==> src/rtl/instr_fetch_unit_pkg.sv <==
// Shared definitions for the fetch stage: opcodes, NOP word and FSM state encoding.
package instr_fetch_unit_pkg;

    localparam int unsigned INSTR_W  = 32;
    localparam int unsigned OPCODE_W = 6;

    localparam logic [OPCODE_W-1:0] OPCODE_HLT = 6'b010001;
    localparam logic [OPCODE_W-1:0] OPCODE_LD  = 6'b010100;

    localparam logic [INSTR_W-1:0] NOP_WORD = 32'h0000_0000;

    typedef enum logic {
        ST_RUN  = 1'b0,
        ST_HALT = 1'b1
    } state_e;

    // Opcode field of an instruction word.
    function automatic logic [OPCODE_W-1:0] opcode_of(input logic [INSTR_W-1:0] word);
        return word[INSTR_W-1:INSTR_W-OPCODE_W];
    endfunction

endpackage

==> src/rtl/instr_fetch_unit_pc_reg.sv <==
// Program counter: sync active-low reset, load (redirect) and hold enables, else +4 with wrap.
module instr_fetch_unit_pc_reg #(
    parameter int unsigned           ADDR_W   = 32,
    parameter logic [ADDR_W-1:0]     RESET_PC = '0
) (
    input  logic              clk,
    input  logic              rst_n_i,
    input  logic              load_en_i,
    input  logic [ADDR_W-1:0] load_val_i,
    input  logic              hold_en_i,
    output logic [ADDR_W-1:0] pc_o
);

    logic [ADDR_W-1:0] pc_q;
    logic [ADDR_W-1:0] pc_d;

    // Next PC: load beats hold, otherwise sequential advance.
    always_comb begin
        pc_d = pc_q + ADDR_W'(4);
        if (load_en_i) begin
            pc_d = load_val_i;
        end else if (hold_en_i) begin
            pc_d = pc_q;
        end
    end

    // PC register.
    always_ff @(posedge clk) begin
        if (!rst_n_i) begin
            pc_q <= RESET_PC;
        end else begin
            pc_q <= pc_d;
        end
    end

    assign pc_o = pc_q;

endmodule

==> src/rtl/instr_fetch_unit.sv <==
// Fetch stage: owns PC and IR, handles jump redirect/squash and HLT.
// Optional feature macro FETCH_COUNT_EN adds a 32-bit fetched-word counter output.
module instr_fetch_unit #(
    parameter int unsigned       ADDR_W   = 32,
    parameter logic [ADDR_W-1:0] RESET_PC = '0,
    parameter logic [31:0]       NOP_WORD = instr_fetch_unit_pkg::NOP_WORD
) (
    input  logic              clk,
    input  logic              reset,
    input  logic              stall,
    input  logic              stall_pm,
    input  logic              jump_en,
    input  logic [ADDR_W-1:0] jump_target,
    input  logic [31:0]       imem_rdata,
    output logic [ADDR_W-1:0] imem_addr,
    output logic [31:0]       ir,
    output logic [5:0]        op,
    output logic [ADDR_W-1:0] pc_plus4,
    output logic              ir_valid,
    output logic              halted
`ifdef FETCH_COUNT_EN
    ,
    output logic [31:0]       fetch_count
`endif
);

    import instr_fetch_unit_pkg::*;

    state_e            state_q, state_d;
    logic [31:0]       ir_q, ir_d;
    logic [ADDR_W-1:0] pp4_q, pp4_d;
    logic              valid_q, valid_d;
    logic [ADDR_W-1:0] pc;
    logic              hlt_seen;
    logic              run_go;
    logic              unused_tgt_bits;

    // HLT in a valid IR stops everything this cycle, including a pending jump.
    assign hlt_seen = (state_q == ST_RUN) && valid_q && (opcode_of(ir_q) == OPCODE_HLT);
    assign run_go   = (state_q == ST_RUN) && !hlt_seen;

    assign unused_tgt_bits = ^jump_target[1:0];

    instr_fetch_unit_pc_reg #(
        .ADDR_W   (ADDR_W),
        .RESET_PC (RESET_PC)
    ) u_pc_reg (
        .clk        (clk),
        .rst_n_i    (reset),
        .load_en_i  (run_go && jump_en),
        .load_val_i ({jump_target[ADDR_W-1:2], 2'b00}),
        .hold_en_i  (!run_go || stall),
        .pc_o       (pc)
    );

    // Next state and IR/link/valid update.
    always_comb begin
        state_d = state_q;
        ir_d    = ir_q;
        pp4_d   = pp4_q;
        valid_d = valid_q;
        if (hlt_seen) begin
            state_d = ST_HALT;
        end
        if (run_go && !stall_pm) begin
            if (jump_en) begin
                ir_d    = NOP_WORD;
                valid_d = 1'b0;
            end else begin
                ir_d    = imem_rdata;
                pp4_d   = pc + ADDR_W'(4);
                valid_d = 1'b1;
            end
        end
    end

    // State and IR registers.
    always_ff @(posedge clk) begin
        if (!reset) begin
            state_q <= ST_RUN;
            ir_q    <= NOP_WORD;
            pp4_q   <= '0;
            valid_q <= 1'b0;
        end else begin
            state_q <= state_d;
            ir_q    <= ir_d;
            pp4_q   <= pp4_d;
            valid_q <= valid_d;
        end
    end

`ifdef FETCH_COUNT_EN
    logic [31:0] fc_q;
    logic        ir_load;

    assign ir_load = run_go && !stall_pm && !jump_en;

    // Counts every cycle IR captures a word from instruction memory.
    always_ff @(posedge clk) begin
        if (!reset) begin
            fc_q <= '0;
        end else if (ir_load) begin
            fc_q <= fc_q + 32'(1);
        end
    end

    assign fetch_count = fc_q;
`endif

    assign imem_addr = pc;
    assign ir        = ir_q;
    assign op        = opcode_of(ir_q);
    assign pc_plus4  = pp4_q;
    assign ir_valid  = valid_q;
    assign halted    = (state_q == ST_HALT);

endmodule

==> config.mk <==
export PLATFORM = sky130hd
export DESIGN_NAME = instr_fetch_unit
export DESIGN_NICKNAME = d
export VERILOG_FILES = /design/src/rtl/instr_fetch_unit_pkg.sv /design/src/rtl/instr_fetch_unit_pc_reg.sv /design/src/rtl/instr_fetch_unit.sv
export SDC_FILE = /design/constraint.sdc
export NUM_CORES = 1
export LEC_CHECK = 0
export CORE_MARGIN = 5
export CORE_UTILIZATION = 44
export DETAILED_ROUTE_END_ITERATION = 6
export PLACE_DENSITY = 0.8
export SLEW_MARGIN = 20
export SYNTH_ARGS = -nofsm -noshare
export SYNTH_HDL_FRONTEND = slang
export SYNTH_SLANG_ARGS = --single-unit
==> constraint.sdc <==
create_clock -name clk -period 2.4 [get_ports clk]
set_input_delay 0.6 -clock clk [delete_from_list [all_inputs] [get_ports clk]]
set_output_delay 0.6 -clock clk [all_outputs]
set_load 0.01 [all_outputs]
==> summary.txt <==
STA
  • WHS: about 0.46 ns
  • Fmax: approximately 440 MHz
  • RSZ-0062 raised after global routing: no
  • Slew headroom: ~63%
  • Max-slew violations: 0
  • Setup ws final: ~0.14 ns
  • Crit share post-route: a little over nine tenths
  • Post-route minimum period: 2.263 ns
  • Final setup viols: 0
  • Clock skew: slightly above 0.007 ns
  • Final hold violation count: 0
  • Worst-Margin Slew: between 0.5 and 0.6 ns

Worst setup path
  • CP Launch Point: u_pc_reg.pc_o[3]$_SDFFE_PN0P_
  • Reg2reg start: u_pc_reg.pc_o[3]$_SDFFE_PN0P_
  • Kind of critical path: register to register
  • Crit path DAT: approximately 2.5 ns
  • CP endpoint kind: register
  • Worst Path Required: about 2.6 ns
  • Worst reg-to-reg setup slack: between 0.1 and 0.15 ns
  • Crit path launch type: register
  • R2r worst-path depth: 6
  • Worst-path fanout max: 5

Final layout
  • Register area: about 1900 µm²
  • Most common cell after layout, fill and taps aside: clkdlybuf4s50_1
  • Number of diodes: 0
  • Layout cells sized above 1: around 9%
  • Final net count: 796
  • Commonest non-fill, non-tap cells in the layout: 166 x clkdlybuf4s50_1, 94 x dfxtp_1, 70 x a21oi_1, 69 x nand2_1, 46 x o21ai_0
  • Final core occ: 64.45%
  • Fillers: about 900
  • Area of the multi-input gates: between 2000 and 2500 µm²
  • P&R area growth vs syn: 45.40%
  • Cell Count, Final, Fillers Out: a little under 900
  • Design Area, Final: roughly 6600 µm²

CTS
  • Clk Latency, worst-skew pair: ~0.36 ns
  • Number of H-tree levels: 3
  • CTS sink cnt: 94
  • CTS Buf Count: 9
  • Clock Root Buffer: clkbuf_8
  • Clk pin slew, worst setup/hold paths: roughly 0.090 ns
  • Clock Path Buffers: 2
  • # hold bufs at CTS: 0
  • CTS tree: built
  • Post-CTS Resized: 0
  • Post-CTS Setup Inserts: 0

Floorplanning
  • Core area: between 10,000 and 15,000 µm²
  • Die ar.: between 10,000 and 15,000 µm²
  • Die W: around 110 µm
  • Die H: between 100 and 150 µm
  • Top-level I/O count: approximately 170
  • Starting Density: approximately 44%
  • Row cnt: 37

Pwr
  • Switching Share: around 28%
  • Int Power: between 2000 and 2500 µW
  • Comb pwr share: 19.9%
  • Static Leak: 0.002286 µW
  • Peak supply drop: roughly 290 µV
  • Part of the total power dissipated in the clock network: 28.7%
  • Flop pwr share: about 51%
  • P_sw: between 900 and 1000 µW
  • Power per Cell Area: about 510 nW/µm²

Place
  • Post-DP HPWL: 10,830 µm
  • # port buffers: 166
  • Setup slack at placement: -0.003932 ns
  • Placed cell area: between 6000 and 7000 µm²
  • RD Place Congestion: ~0.94
  • DP Cell Count: 851

Routing
  • TritonRoute pass-1 iters: 4
  • Vias per inst: about 5.6
  • Vias: slightly below 5,000
  • Post-DR wirelength/cell: 17.26 µm
  • DR iter-0 viols: between 300 and 400
  • Post-DRT Antenna Nets: 0
  • Final wirelength: roughly 15,000 µm
  • # DRC: 0

Yosys
  • Yosys cell types: 60
  • Post-synth top flop: dfxtp_1
  • Post-synthesis cell area: about 4500 µm²
  • #FFs+latches synth: 94
  • Sequential area share after synthesis: about two fifths
  • Syn Area/Cell: ~8.0 µm²
  • Ys Warns: 0
  • Cells after Synth: 567
  • EDFF count, synth: 0
  • Fraction of synthesis flops using an asynchronous set or reset pin: 0%

Global routing
  • GRT Overall Usage: a little under a quarter
  • Largest net degree at the start of global routing: 60
  • First-pass GRT wire length: approximately 24,000 µm
  • Vias in the first global route: 4,557
  • Initial antenna violation count: 0
  • Global route overflow: 0

Flow run
  • Max Cap Viol: 0

Outcome
  • Status: finished clean

Hold path
  • Hold Crit Start: ir[11]$_SDFFE_PN0P_
  • Hold Path Stages: 2
  • Hold Crit Class: register to register
routing by layer:
metal	vias up	part of all wire (%)	global-route usage, %
li1	2343	-	-
met1	2281	42	30.73
met2	214	47	37.56
met3	29	7.7	4.858
met4	0	2.6	9.165
met5	-	0	0
per-stage QoR:
stage,setup TNS (ns),total power [µW]
final,0,3378
after CTS,0,3394
after detailed placement,-0.003932,2440
after global routing,0,3541
after global placement,0,2421
after floorplan,0,2053
critical path: stages (launching register included):
cell      delay [ns]
dfxtp_1         0.47
ha_1            0.27
nand3_2         0.17
nor4_1          0.53
nand4_1         0.26
xnor2_1         0.32
a211oi_1        0.11
power by group through the flow:
| stage | logic, µW | clock network, µW | registers, µW |
|---|---|---|---|
| after floorplan | 261 | 0 | 1790 |
| after global placement | 654 | 0 | 1770 |
| after detailed placement | 669 | 0 | 1770 |
| after CTS | 674 | 985 | 1740 |
| after global routing | 723 | 1070 | 1750 |
| final | 673 | 968 | 1740 |
registers in the layout, indices dropped and copies added, names as in the netlist:
register / flops
ir: 32
u_pc_reg.pc_o: 30
halted: 1
pc_plus4: 30
ir_valid: 1
final timing paths:
check,endpoint
worst max register to register,pc_plus4[22]$_SDFFE_PN0P_
worst min register to register,ir[11]$_SDFFE_PN0P_
worst min-delay path,ir[11]$_SDFFE_PN0P_
worst max-delay path,pc_plus4[22]$_SDFFE_PN0P_
cell usage after synthesis, types with 2 or more instances:
master     instances  share of area (%)
dfxtp_1           94                 42
a21oi_1           70                7.8
nand2_1           69                5.7
o21ai_0           46                5.1
nand3_1           42                4.7
nor2_1            38                3.2
clkbuf_1          34                2.8
xnor2_1           18                3.5
a211oi_1          13                2.2
inv_1             12                1.0
buf_4             10                1.7
nor4_1            10                1.4
xor2_1             9                1.7
buf_2              8               0.89
o311ai_0           8                1.6
nand4_1            7               0.97
a31oi_1            6               0.83
nor3_1             6               0.67
o22ai_1            4               0.55
or3_1              4               0.55
a211o_1            3               0.58
a21o_1             3               0.50
a22oi_1            3               0.50
a2bb2oi_1          3               0.58
a32o_1             3               0.67
a32oi_1            2               0.39
and2_1             2               0.28
and3_1             2               0.28
inv_2              2               0.17
mux2i_1            2               0.44
nor3_2             2               0.44
o21a_1             2               0.33
o221a_2            2               0.50
o311ai_1           2               0.39
area by class of cell:
class	count	area share, %
Timing Repair Buffer	199	29.47
Clock inverter	3	0.3050
Multi-Input combinational cell	408	35.80
Tap cell	136	2.592
Sequential cell	94	28.67
Inverter	14	0.8006
Clock buffer	12	2.364
cells by family (layout without fill, tap and decap cells):
kind of cell / count (synthesis) / in the layout / synth area share [%]
AOI/OAI and AO/OA: 177 / 177 / 23.73
muxes: 2 / 2 / 0.4435
and+or+nand+nor: 197 / 197 / 21.81
adders and majority gates: 1 / 1 / 0.2771
DFF: 94 / 94 / 41.69
xor gates and xnor gates: 27 / 27 / 5.238
buffers and inverters: 68 / 228 / 6.735
other: 1 / 4 / 0.08307
No activity file was read; power rests on OpenSTA's default activity.
